[src/rtl/transpose_sched.sv]
`default_nettype none
// ============================================================================
//  Module      : transpose_sched
//  Description : Scheduler for a shared transpose/passthrough switch network.
//                Grants one requester per cycle in round-robin order. The
//                network mode only changes once the pipeline has drained.
//                A burst limit keeps either mode from starving the other.
//                An ID FIFO tracks operations in flight so that each network
//                output reports the requester it belongs to.
//                Optional counters are enabled by defining
//                TRANSPOSE_SCHED_PERF_EN.
//  Revision    : 1.0 - initial release
// ============================================================================
module transpose_sched #(
    parameter int NUM_REQ   = 4,
    parameter int NUM_MG    = 8,
    parameter int MAX_BURST = 16
) (
    input  logic                       clk,
    input  logic                       rst,
    input  logic [NUM_REQ-1:0]         req,
    input  logic [NUM_REQ-1:0]         req_tp,
    output logic [NUM_REQ-1:0]         gnt,
    output logic                       sw_ctrl,
    output logic                       sw_in_val,
    input  logic                       sw_out_val,
    output logic                       done,
    output logic [$clog2(NUM_REQ)-1:0] done_id,
    output logic                       busy,
    output logic                       err,
    output logic [31:0]                perf_grants,
    output logic [31:0]                perf_drain
);

    localparam int IDW   = $clog2(NUM_REQ);
    localparam int DEPTH = NUM_MG + 1;
    localparam int CW    = $clog2(DEPTH + 1);
    localparam int PW    = (DEPTH > 1) ? $clog2(DEPTH) : 1;
    localparam int BW    = $clog2(MAX_BURST + 1);

    localparam logic [CW-1:0]  CNT_FULL  = CW'(DEPTH);
    localparam logic [PW-1:0]  PTR_LAST  = PW'(DEPTH - 1);
    localparam logic [BW-1:0]  BURST_MAX = BW'(MAX_BURST);
    localparam logic [IDW-1:0] IDX_LAST  = IDW'(NUM_REQ - 1);

    localparam logic [1:0] ST_IDLE  = 2'd0;
    localparam logic [1:0] ST_RUN   = 2'd1;
    localparam logic [1:0] ST_DRAIN = 2'd2;

    // State and datapath registers
    logic [1:0]     state_q,   state_d;
    logic           mode_q,    mode_d;
    logic [IDW-1:0] rr_ptr_q,  rr_ptr_d;
    logic [BW-1:0]  burst_q,   burst_d;
    logic [PW-1:0]  wr_ptr_q,  wr_ptr_d;
    logic [PW-1:0]  rd_ptr_q,  rd_ptr_d;
    logic [CW-1:0]  count_q,   count_d;
    logic           done_q,    done_d;
    logic [IDW-1:0] done_id_q, done_id_d;
    logic           err_q,     err_d;
    logic [IDW-1:0] id_mem_q [DEPTH];

    // Arbitration and control wires
    logic [NUM_REQ-1:0] mode_mask;
    logic [NUM_REQ-1:0] same_vec;
    logic [NUM_REQ-1:0] opp_vec;
    logic               any_found;
    logic [IDW-1:0]     any_idx;
    logic               same_found;
    logic [IDW-1:0]     same_idx;
    logic               fifo_full;
    logic               fifo_empty;
    logic               grant_en;
    logic [IDW-1:0]     grant_idx;
    logic               toggle;
    logic               opp_pending;
    logic               push;
    logic               pop;

    // First set bit of vec at or after ptr, wrapping; MSB of result = found
    function automatic logic [IDW:0] rr_pick(input logic [NUM_REQ-1:0] vec,
                                             input logic [IDW-1:0]     ptr);
        logic           found;
        logic [IDW-1:0] idx;
        logic [IDW:0]   pos;
        found = 1'b0;
        idx   = '0;
        for (int k = 0; k < NUM_REQ; k++) begin
            pos = {1'b0, ptr} + (IDW+1)'(k);
            if (pos >= (IDW+1)'(NUM_REQ)) begin
                pos = pos - (IDW+1)'(NUM_REQ);
            end
            if (!found && vec[pos[IDW-1:0]]) begin
                found = 1'b1;
                idx   = pos[IDW-1:0];
            end
        end
        return {found, idx};
    endfunction

    // Split requests by mode and pick round-robin winners
    always_comb begin
        mode_mask              = {NUM_REQ{mode_q}};
        same_vec               = req & ~(req_tp ^ mode_mask);
        opp_vec                = req & (req_tp ^ mode_mask);
        {any_found, any_idx}   = rr_pick(req, rr_ptr_q);
        {same_found, same_idx} = rr_pick(same_vec, rr_ptr_q);
        fifo_full              = (count_q == CNT_FULL);
        fifo_empty             = (count_q == '0);
    end

    // State register
    always_ff @(posedge clk) begin
        if (rst) begin
            state_q <= ST_IDLE;
        end else begin
            state_q <= state_d;
        end
    end

    // Next-state, grant decision and mode update
    always_comb begin
        state_d   = state_q;
        mode_d    = mode_q;
        toggle    = 1'b0;
        grant_en  = 1'b0;
        grant_idx = '0;
        case (state_q)
            ST_IDLE: begin
                // Pipeline is empty here, so the mode may follow the winner
                if (any_found) begin
                    state_d   = ST_RUN;
                    mode_d    = req_tp[any_idx];
                    grant_en  = !fifo_full;
                    grant_idx = any_idx;
                end
            end
            ST_RUN: begin
                if ((req == '0) && fifo_empty) begin
                    state_d = ST_IDLE;
                end else if ((same_vec == '0) && (opp_vec != '0)) begin
                    state_d = ST_DRAIN;
                end else if ((burst_q == BURST_MAX) && (opp_vec != '0)) begin
                    state_d = ST_DRAIN;
                end else if (same_found && !fifo_full) begin
                    grant_en  = 1'b1;
                    grant_idx = same_idx;
                end
            end
            ST_DRAIN: begin
                // Flip only once every in-flight operation has completed
                if (fifo_empty) begin
                    state_d = ST_RUN;
                    mode_d  = ~mode_q;
                    toggle  = 1'b1;
                end
            end
            default: begin
                state_d = ST_IDLE;
            end
        endcase
    end

    // Outputs: grant vector, network controls and busy
    always_comb begin
        gnt = '0;
        if (!rst && grant_en) begin
            gnt[grant_idx] = 1'b1;
        end
        sw_in_val = |gnt;
        // In IDLE the winner's mode is presented with its own grant
        if (rst) begin
            sw_ctrl = 1'b0;
        end else if (state_q == ST_IDLE) begin
            sw_ctrl = mode_d;
        end else begin
            sw_ctrl = mode_q;
        end
        busy = (count_q != '0) || (state_q != ST_IDLE);
    end

    // Burst counter and round-robin pointer
    always_comb begin
        opp_pending = |(req & (req_tp ^ {NUM_REQ{mode_d}}));
        if (toggle || !opp_pending) begin
            burst_d = '0;
        end else if (grant_en && (burst_q < BURST_MAX)) begin
            burst_d = burst_q + BW'(1);
        end else begin
            burst_d = burst_q;
        end
        rr_ptr_d = rr_ptr_q;
        if (grant_en) begin
            rr_ptr_d = (grant_idx == IDX_LAST) ? '0 : grant_idx + IDW'(1);
        end
    end

    // ID FIFO bookkeeping, completion pulse and sticky error
    always_comb begin
        push     = grant_en;
        pop      = sw_out_val && !fifo_empty;
        wr_ptr_d = wr_ptr_q;
        rd_ptr_d = rd_ptr_q;
        count_d  = count_q;
        if (push) begin
            wr_ptr_d = (wr_ptr_q == PTR_LAST) ? '0 : wr_ptr_q + PW'(1);
        end
        if (pop) begin
            rd_ptr_d = (rd_ptr_q == PTR_LAST) ? '0 : rd_ptr_q + PW'(1);
        end
        case ({push, pop})
            2'b10:   count_d = count_q + CW'(1);
            2'b01:   count_d = count_q - CW'(1);
            default: count_d = count_q;
        endcase
        done_d    = pop;
        done_id_d = pop ? id_mem_q[rd_ptr_q] : '0;
        err_d     = err_q || (sw_out_val && fifo_empty);
    end

    // Control and datapath registers
    always_ff @(posedge clk) begin
        if (rst) begin
            mode_q    <= 1'b0;
            rr_ptr_q  <= '0;
            burst_q   <= '0;
            wr_ptr_q  <= '0;
            rd_ptr_q  <= '0;
            count_q   <= '0;
            done_q    <= 1'b0;
            done_id_q <= '0;
            err_q     <= 1'b0;
        end else begin
            mode_q    <= mode_d;
            rr_ptr_q  <= rr_ptr_d;
            burst_q   <= burst_d;
            wr_ptr_q  <= wr_ptr_d;
            rd_ptr_q  <= rd_ptr_d;
            count_q   <= count_d;
            done_q    <= done_d;
            done_id_q <= done_id_d;
            err_q     <= err_d;
        end
    end

    // ID storage; contents are meaningless once the pointers are cleared
    always_ff @(posedge clk) begin
        if (push) begin
            id_mem_q[wr_ptr_q] <= grant_idx;
        end
    end

    assign done    = done_q;
    assign done_id = done_id_q;
    assign err     = err_q;

`ifdef TRANSPOSE_SCHED_PERF_EN
    logic [31:0] perf_grants_q, perf_grants_d;
    logic [31:0] perf_drain_q,  perf_drain_d;

    // Wrapping grant and drain-cycle counters
    always_comb begin
        perf_grants_d = perf_grants_q + (grant_en ? 32'd1 : 32'd0);
        perf_drain_d  = perf_drain_q + ((state_q == ST_DRAIN) ? 32'd1 : 32'd0);
    end

    // Counter registers
    always_ff @(posedge clk) begin
        if (rst) begin
            perf_grants_q <= '0;
            perf_drain_q  <= '0;
        end else begin
            perf_grants_q <= perf_grants_d;
            perf_drain_q  <= perf_drain_d;
        end
    end

    assign perf_grants = perf_grants_q;
    assign perf_drain  = perf_drain_q;
`else
    assign perf_grants = '0;
    assign perf_drain  = '0;
`endif

endmodule
`default_nettype wire

[config.mk]
export PLATFORM = sky130hd
export DESIGN_NAME = transpose_sched
export DESIGN_NICKNAME = d
export VERILOG_FILES = /design/src/rtl/transpose_sched.sv
export SDC_FILE = /design/constraint.sdc
export NUM_CORES = 1
export LEC_CHECK = 0
export CAP_MARGIN = 15
export CORE_UTILIZATION = 35
export DETAILED_ROUTE_END_ITERATION = 7
export GPL_TIMING_DRIVEN = 0
export HOLD_SLACK_MARGIN = 0.08
export PLACE_DENSITY = 0.73
export SYNTH_ARGS = -nofsm -noshare
export SYNTH_HDL_FRONTEND = slang
export SYNTH_SLANG_ARGS = --single-unit
[constraint.sdc]
create_clock -name clk -period 7 [get_ports clk]
set_input_delay 2.1 -clock clk [delete_from_list [all_inputs] [get_ports clk]]
set_output_delay 2.1 -clock clk [all_outputs]
set_load 0.05 [all_outputs]
==> results of run 1 <==
synthesized netlist by cell type, types with 2 or more instances:
library cell	instances
clkbuf_1	10
a21o_1	2
o22ai_1	3
or2_1	2
dfxtp_1	26
xor2_1	3
o31ai_1	2
edfxtp_1	18
mux2i_1	5
a211o_1	2
nor4_2	7
buf_4	66
xnor2_1	4
a21oi_1	26
nand2_1	21
o22a_2	2
nand2b_1	6
o21ai_0	11
nor3_1	8
nor2_1	19
inv_1	20
buf_2	4
and2_1	6
or4_1	4
nor3_2	3
ha_1	15
nor4_1	5
buf_6	4
mux4_2	4
o21ai_1	8
a31oi_1	2
nand3b_1	2
a22oi_1	6
nand3_1	13
or3_1	5
area by class of cell:
class | instances | share of cell area, %
Multi-Input combinational cell | 285 | 46.05
Sequential cell | 44 | 26.26
Buffer | 84 | 14.80
Timing Repair Buffer | 20 | 4.645
Tap cell | 111 | 3.438
Inverter | 22 | 2.044
Clock buffer | 5 | 1.703
Clock inverter | 3 | 1.053
power by group through the flow:
stage / sequential [mW] / combinational [mW] / clock (mW)
floorplan: 0.387 / 0.559 / 0
global placement: 0.373 / 0.706 / 0
detailed placement: 0.377 / 0.722 / 0
CTS: 0.371 / 0.731 / 0.202
global route: 0.377 / 0.824 / 0.213
finish: 0.371 / 0.756 / 0.199
sequential cells by signal, indices dropped and copies added (netlist names):
register and cells:
err 1, wr_ptr_q 4, mode_q 1, rd_ptr_q 4
done 1, id_mem_q 18, burst_q 5, count_q 4
done_id 2, rr_ptr_q 2, state_q 2
per-stage QoR:
stage	TNS, ps	std cells	hold WS (ps)
3_5_place_dp	-3310	563	461.8
4_1_cts	-114.4	573	483.5
3_3_place_gp	-3180	563	448.2
2_1_floorplan	0	435	466.1
6_report	0	574	476.8
5_1_grt	0	574	528.3
path summary, 6_finish.rpt:
| path | slack, ps | end | start |
|---|---|---|---|
| worst max-delay path | 70 | sw_in_val | req_tp[0] |
| worst min-delay path | 480 | err | err |
| worst max register to register | 3560 | count_q[2] | mode_q |
| worst min register to register | 480 | err | err |
cells in the final DEF, fill, tap and decap left out, drive strengths merged, types with 15 or more instances in the layout:
master,n
a21oi,26
buf,78
clkbuf,16
conb,64
dfxtp,26
edfxtp,18
ha,15
inv,22
nand2,21
nor2,19
o21ai,19
what timing repair did:
item / 4_1_cts / 5_1_grt
setup buffers: 2 / 1
pin swaps: 2 / 1
hold endpoints to repair: 0 / 0
endpoints found under the setup margin: 5 / 4
gates resized for setup: 17 / 15
worst max-delay path: stages:
cell,delay (ps)
clkdlybuf4s50_1,520
xnor2_2,270
a222oi_1,160
buf_4,180
nor4_4,340
a21oi_2,140
or2_1,260
ha_1,210
nor4_1,350
nor3_2,60
buf_2,230
layer usage:
layer | global-route usage (%) | vias up | part of all wire (%)
li1 | - | 1371 | -
met1 | 16.95 | 1260 | 42
met2 | 23.99 | 107 | 49
met3 | 3.546 | 15 | 6.9
met4 | 4.822 | 0 | 2.0
met5 | 0 | - | 0
logic make-up after synthesis:
logic type / count (synthesis) / share of synthesized area [%]
buffers and inverters: 106 / 20.65
XOR/XNOR: 8 / 2.354
AO/OA/AOI/OAI: 81 / 15.91
other: 1 / 0.1138
flip-flops: 44 / 32.19
multiplexers: 9 / 4.252
adder cells (fa/ha/maj): 15 / 5.695
AND/OR/NAND/NOR: 108 / 18.83
==> out/metrics.yaml, run 1 <==
clocking:
  clockBufferDepth: 2
  cts_hold_buffers: 0
  cts-root-buf: "clkbuf_8"
  clk_latency_ps: 300
  cts_tree: "yes"
  path_clk_slew_ps: 90
  cts_buffers: 5
  cts_sinks: 44
  cts.htree.levels: 2
detailed_routing:
  viasPerCell: 4.796
  dr.pass1.iters: 5
  ant_nets: 0
  drt_iter0_markers: 145
  num_vias: 2753
  drc: 0
  routed_wl_mm: 6.916
  wire_per_inst_um: 12.05
timing:
  hold_violations: 0
  maxSlewViolCount: 0
  relSlewSlack_pct: 50.38
  fmax_ghz: 0.1443
  setup_violations: 0
  finalWorstSetupSlack_ps: 70.51
  finalCriticalPeriod_ps: 6929
  worst_pin_slew_ps: 737.5
  skew_ps: 4.684
  period_share_pct: 98.99
  rsz0062_at_grt: "false"
power:
  power.density_nw_per_um2: 328.2
  p_sw_share_pct: 46.12
  ir_worst_vdd_mv: 0.1351
  pwr-share-comb_pct: 57.0
  total_power_mw: 1.326
  p_int_mw: 0.7145
  seqPwrFrac_pct: 28.0
  clkPwrFrac_pct: 15.0
  cellLeakagePower_nw: 1.781
  p_sw_mw: 0.6116
placement:
  port_buffers: 17
  gp_congestion: 0.9355
  place_area_um2: 3841
  place_ws_ps: -869.2
  dp.final_hpwl_mm: 5.330
layout:
  stdcell_area_um2: 4040
  seq_area_um2: 1061
  fillers: 884
  area_growth_pct: 22.59
  final_util_pct: 43.93
  multi_input_area_um2: 1861
  antennaDiodeCount: 0
  fin_nets: 488
  drive_gt1_share_pct: 26.35
synth:
  synth-seq-cells: 44
  syn_area_um2: 3296
  synth_flop_cell: "dfxtp_1"
  ys_warn_count: 0
  synth-edff-count: 18
  synth_cell_type_count: 63
  synthTopCellsByArea: "edfxtp_1 (16%), dfxtp_1 (16%), buf_4 (15%)"
  synth_area_leader_cell: "edfxtp_1"
  netlist_instances: 372
  synth_top_area_share_pct: 16.40
  async_flop_share_pct: 0
  ys_seq_area_share_pct: 32.19
  avgSynthCellArea_um2: 8.859
grt:
  grt_pass1_vias: 2360
  grt_start_max_net_pins: 15
  antenna_found_initial: 0
  grt_pass1_wl_mm: 10.97
  overflow: 0
  grt_util_all_layers_pct: 13.97
setup_path:
  end_kind: "output pin"
  cp.required_ps: 4900
  crit_fanout: 4
  path_class: "in -> out"
  reg2regPathDepth: 15
  crit_arrival_ps: 4830
  cp-start-kind: "input port"
floorplanning:
  ios: 86
  die-area_um2: 9808
  chipHeight_um: 99.04
  core_area_um2: 9196
  num_rows: 35
  die_w_um: 99.04
  initial_utilization_pct: 35.84
worst_hold_path:
  whs_path_depth: 2
  hold_class: "reg -> reg"
job:
  maxCapViolations: 0
run_status:
  status: "complete, no violations"
No activity file was read; power rests on OpenSTA's default activity.
==> run 2, diff against run 1 <==
Settings changed: ABC_AREA set to 1, PLACE_DENSITY 0.73 to 0.72, SLEW_MARGIN set to 20.
==> out/metrics.yaml, run 2 <==
timing:
  maxSlewViolCount: 0
  fin_setup_tns_ps: 0
  setup_violations: 0
  hold_violations: 0
  period_share_pct: 96.10
  fmax_ghz: 0.1487
  finalCriticalPeriod_ps: 6727
  hold_ws_ps: 460.7
  relSlewSlack_pct: 64.67
  skew_ps: 6.058
  worst_pin_slew_ps: 528.2
  rsz0062_at_grt: "false"
clocking:
  cts_tree: "yes"
  cts.htree.levels: 2
  clk_latency_ps: 300
  cts_sinks: 44
  clockBufferDepth: 2
  cts_buffers: 5
  path_clk_slew_ps: 80
  cts-root-buf: "clkbuf_8"
power:
  power.density_nw_per_um2: 402.1
  cellLeakagePower_nw: 2.078
  ir_worst_vdd_mv: 0.2509
floorplanning:
  initial_utilization_pct: 36.36
  core_area_um2: 9284
  num_rows: 35
  die_w_um: 100.2
  chipHeight_um: 100.2
  ios: 86
  die-area_um2: 10040
detailed_routing:
  drc: 0
  viasPerCell: 4.268
  routed_wl_mm: 6.789
  num_vias: 2915
  ant_nets: 0
  wire_per_inst_um: 9.940
  dr.pass1.iters: 4
  drt_iter0_markers: 155
synth:
  ys_warn_count: 0
  synth_cell_type_count: 40
  syn_area_um2: 3376
  synth_compound_area_share_pct: 11.30
  synth_flop_cell: "dfxtp_1"
  synth_top_family_by_area: "simple AND/OR/NAND/NOR gates"
  avgSynthCellArea_um2: 7.355
  synthSimpleGateAreaFrac_pct: 26.17
  async_flop_share_pct: 0
  synth_top_area_share_pct: 16.01
  synth-edff-count: 18
  ys_seq_area_share_pct: 31.43
  synth_xor_area_share_pct: 2.854
  synthTopCellsByArea: "edfxtp_1 (16%), dfxtp_1 (15%), buf_4 (15%)"
  netlist_instances: 459
  synth-seq-cells: 44
  yosysMostFrequentCell: "nand2_1"
  ys_top_cells_by_count: "nand2_1 (72), buf_4 (68), inv_1 (55)"
  muxShareOfSynthArea_pct: 0
  synthAdderAreaFrac_pct: 5.560
  synth_area_leader_cell: "edfxtp_1"
layout:
  layout_common_cells: "buf_4 (73), nand2_1 (72), conb_1 (64)"
  seq_area_um2: 1061
  top_regs: "id_mem_q: 18 flops, burst_q: 5 flops"
  fin_nets: 579
  drive_gt1_share_pct: 24.19
  antennaDiodeCount: 0
  max_flop_register: "id_mem_q"
  multi_input_area_um2: 1847
  fillers: 952
  layout_commonest_cell: "buf_4"
  area_growth_pct: 23.28
  largest_reg_flops: 18
setup_path:
  crit_fanout: 6
  timing.rr.end: "count_q[3]"
  crit_buf_inv: 4
  crit_end: "sw_in_val"
  reg2regPathDepth: 19
  worst_path_most_repeated_cell: "nor2_1"
  cp.required_ps: 4900
  crit_arrival_ps: 4630
  path_cells: "clkdlybuf4s50_1 -> xor2_2 -> nor2_1 -> o21ai_2 -> nor2_1 -> a21oi_1 -> nand4_1 -> nor2_1 -> nor2_1 -> nand2_1 -> o21ai_4 -> inv_1 -> ha_1 -> inv_1 -> a41oi_1 -> buf_4"
  r2r-start: "mode_q"
  path_class: "in -> out"
  path_delay_family: "buffers and inverters"
  cp-startpoint: "req_tp[3]"
  end_kind: "output pin"
  path_depth: 16
  rrSetupSlack_ps: 3940
  cp-start-kind: "input port"
  slowest_delay_ps: 530
  critical-path-slowest-cell: "clkdlybuf4s50_1"
grt:
  overflow: 0
  grt_pass1_wl_mm: 11.42
  antenna_found_initial: 0
  grt_pass1_vias: 2528
  grt_start_max_net_pins: 16
  grt_util_all_layers_pct: 13.81
placement:
  port_buffers: 20
  dp.final_hpwl_mm: 5.345
  gp_congestion: 0.8580
job:
  maxCapViolations: 0
worst_hold_path:
  hold_class: "reg -> reg"
run_status:
  status: "complete, no violations"
[run 2: through the flow]
step           utilization, %  std cells  setup WS [ps]  total power [mW]  cell area (um^2)
6_report                44.82        683          273.1             1.673              4161
5_1_grt                 44.82        683          22.38             1.820              4161
4_1_cts                 44.31        680          35.97             1.648              4114
3_5_place_dp            42.80        671         -801.6             1.418              3974
3_3_place_gp            42.80        671         -725.8             1.388              3974
2_1_floorplan               -        522          356.7             1.197              3612
[run 2: cells by family (layout without fill, tap and decap cells)]
kind of cell	Yosys count	count (layout)
AOI/OAI and AO/OA	67	67
adders and majority gates	15	15
and+or+nand+nor	189	189
buffers and inverters	132	164
other	1	64
xor gates and xnor gates	11	11
DFF	44	44
[run 2: power by group]
group          switching [mW]  internal, mW  total [mW]  leakage, nW
clock                  0.0900         0.107       0.197       0.0548
combinational           0.720         0.352        1.07         1.64
sequential             0.0428         0.361       0.404        0.380
total                   0.853         0.821        1.67         2.08
[run 2: worst min path at each step]
stage / from / end / slack [ps] / depth (start not counted)
after floorplan: count_q[3] / count_q[3] / 460 / 2
after detailed placement: err / err / 460 / 2
after CTS: err / err / 470 / 2
after global routing: err / err / 500 / 2
after global placement: err / err / 440 / 2
final: err / err / 460 / 2
[run 2: layer usage]
metal	track usage, %	wire [um]	vias to the layer above
met1	17.71	3100	1269
li1	-	-	1539
met3	1.393	312	9
met5	0	0	-
met2	24.55	3303	98
met4	3.902	72	0
[run 2: cell type report]
cell class | instances | share of cell area (%)
Multi-Input combinational cell | 346 | 44.38
Clock buffer | 5 | 1.654
Buffer | 73 | 12.93
Tap cell | 129 | 3.879
Inverter | 59 | 5.382
Clock inverter | 3 | 1.112
Timing Repair Buffer | 24 | 5.171
Sequential cell | 44 | 25.50
[run 2: repair_timing]
action / 4_1_cts / 5_1_grt
endpoints found under the setup margin: 5 / 6
buffers inserted: 1 / 3
resized for setup: 25 / 17
hold buffers: 0 / 0
pin swaps: 1 / 4
[run 2: tightest hold or removal path: stages, from the launching register on]
cell,delay (ps)
dfxtp_1,320
inv_1,50
a21oi_1,50
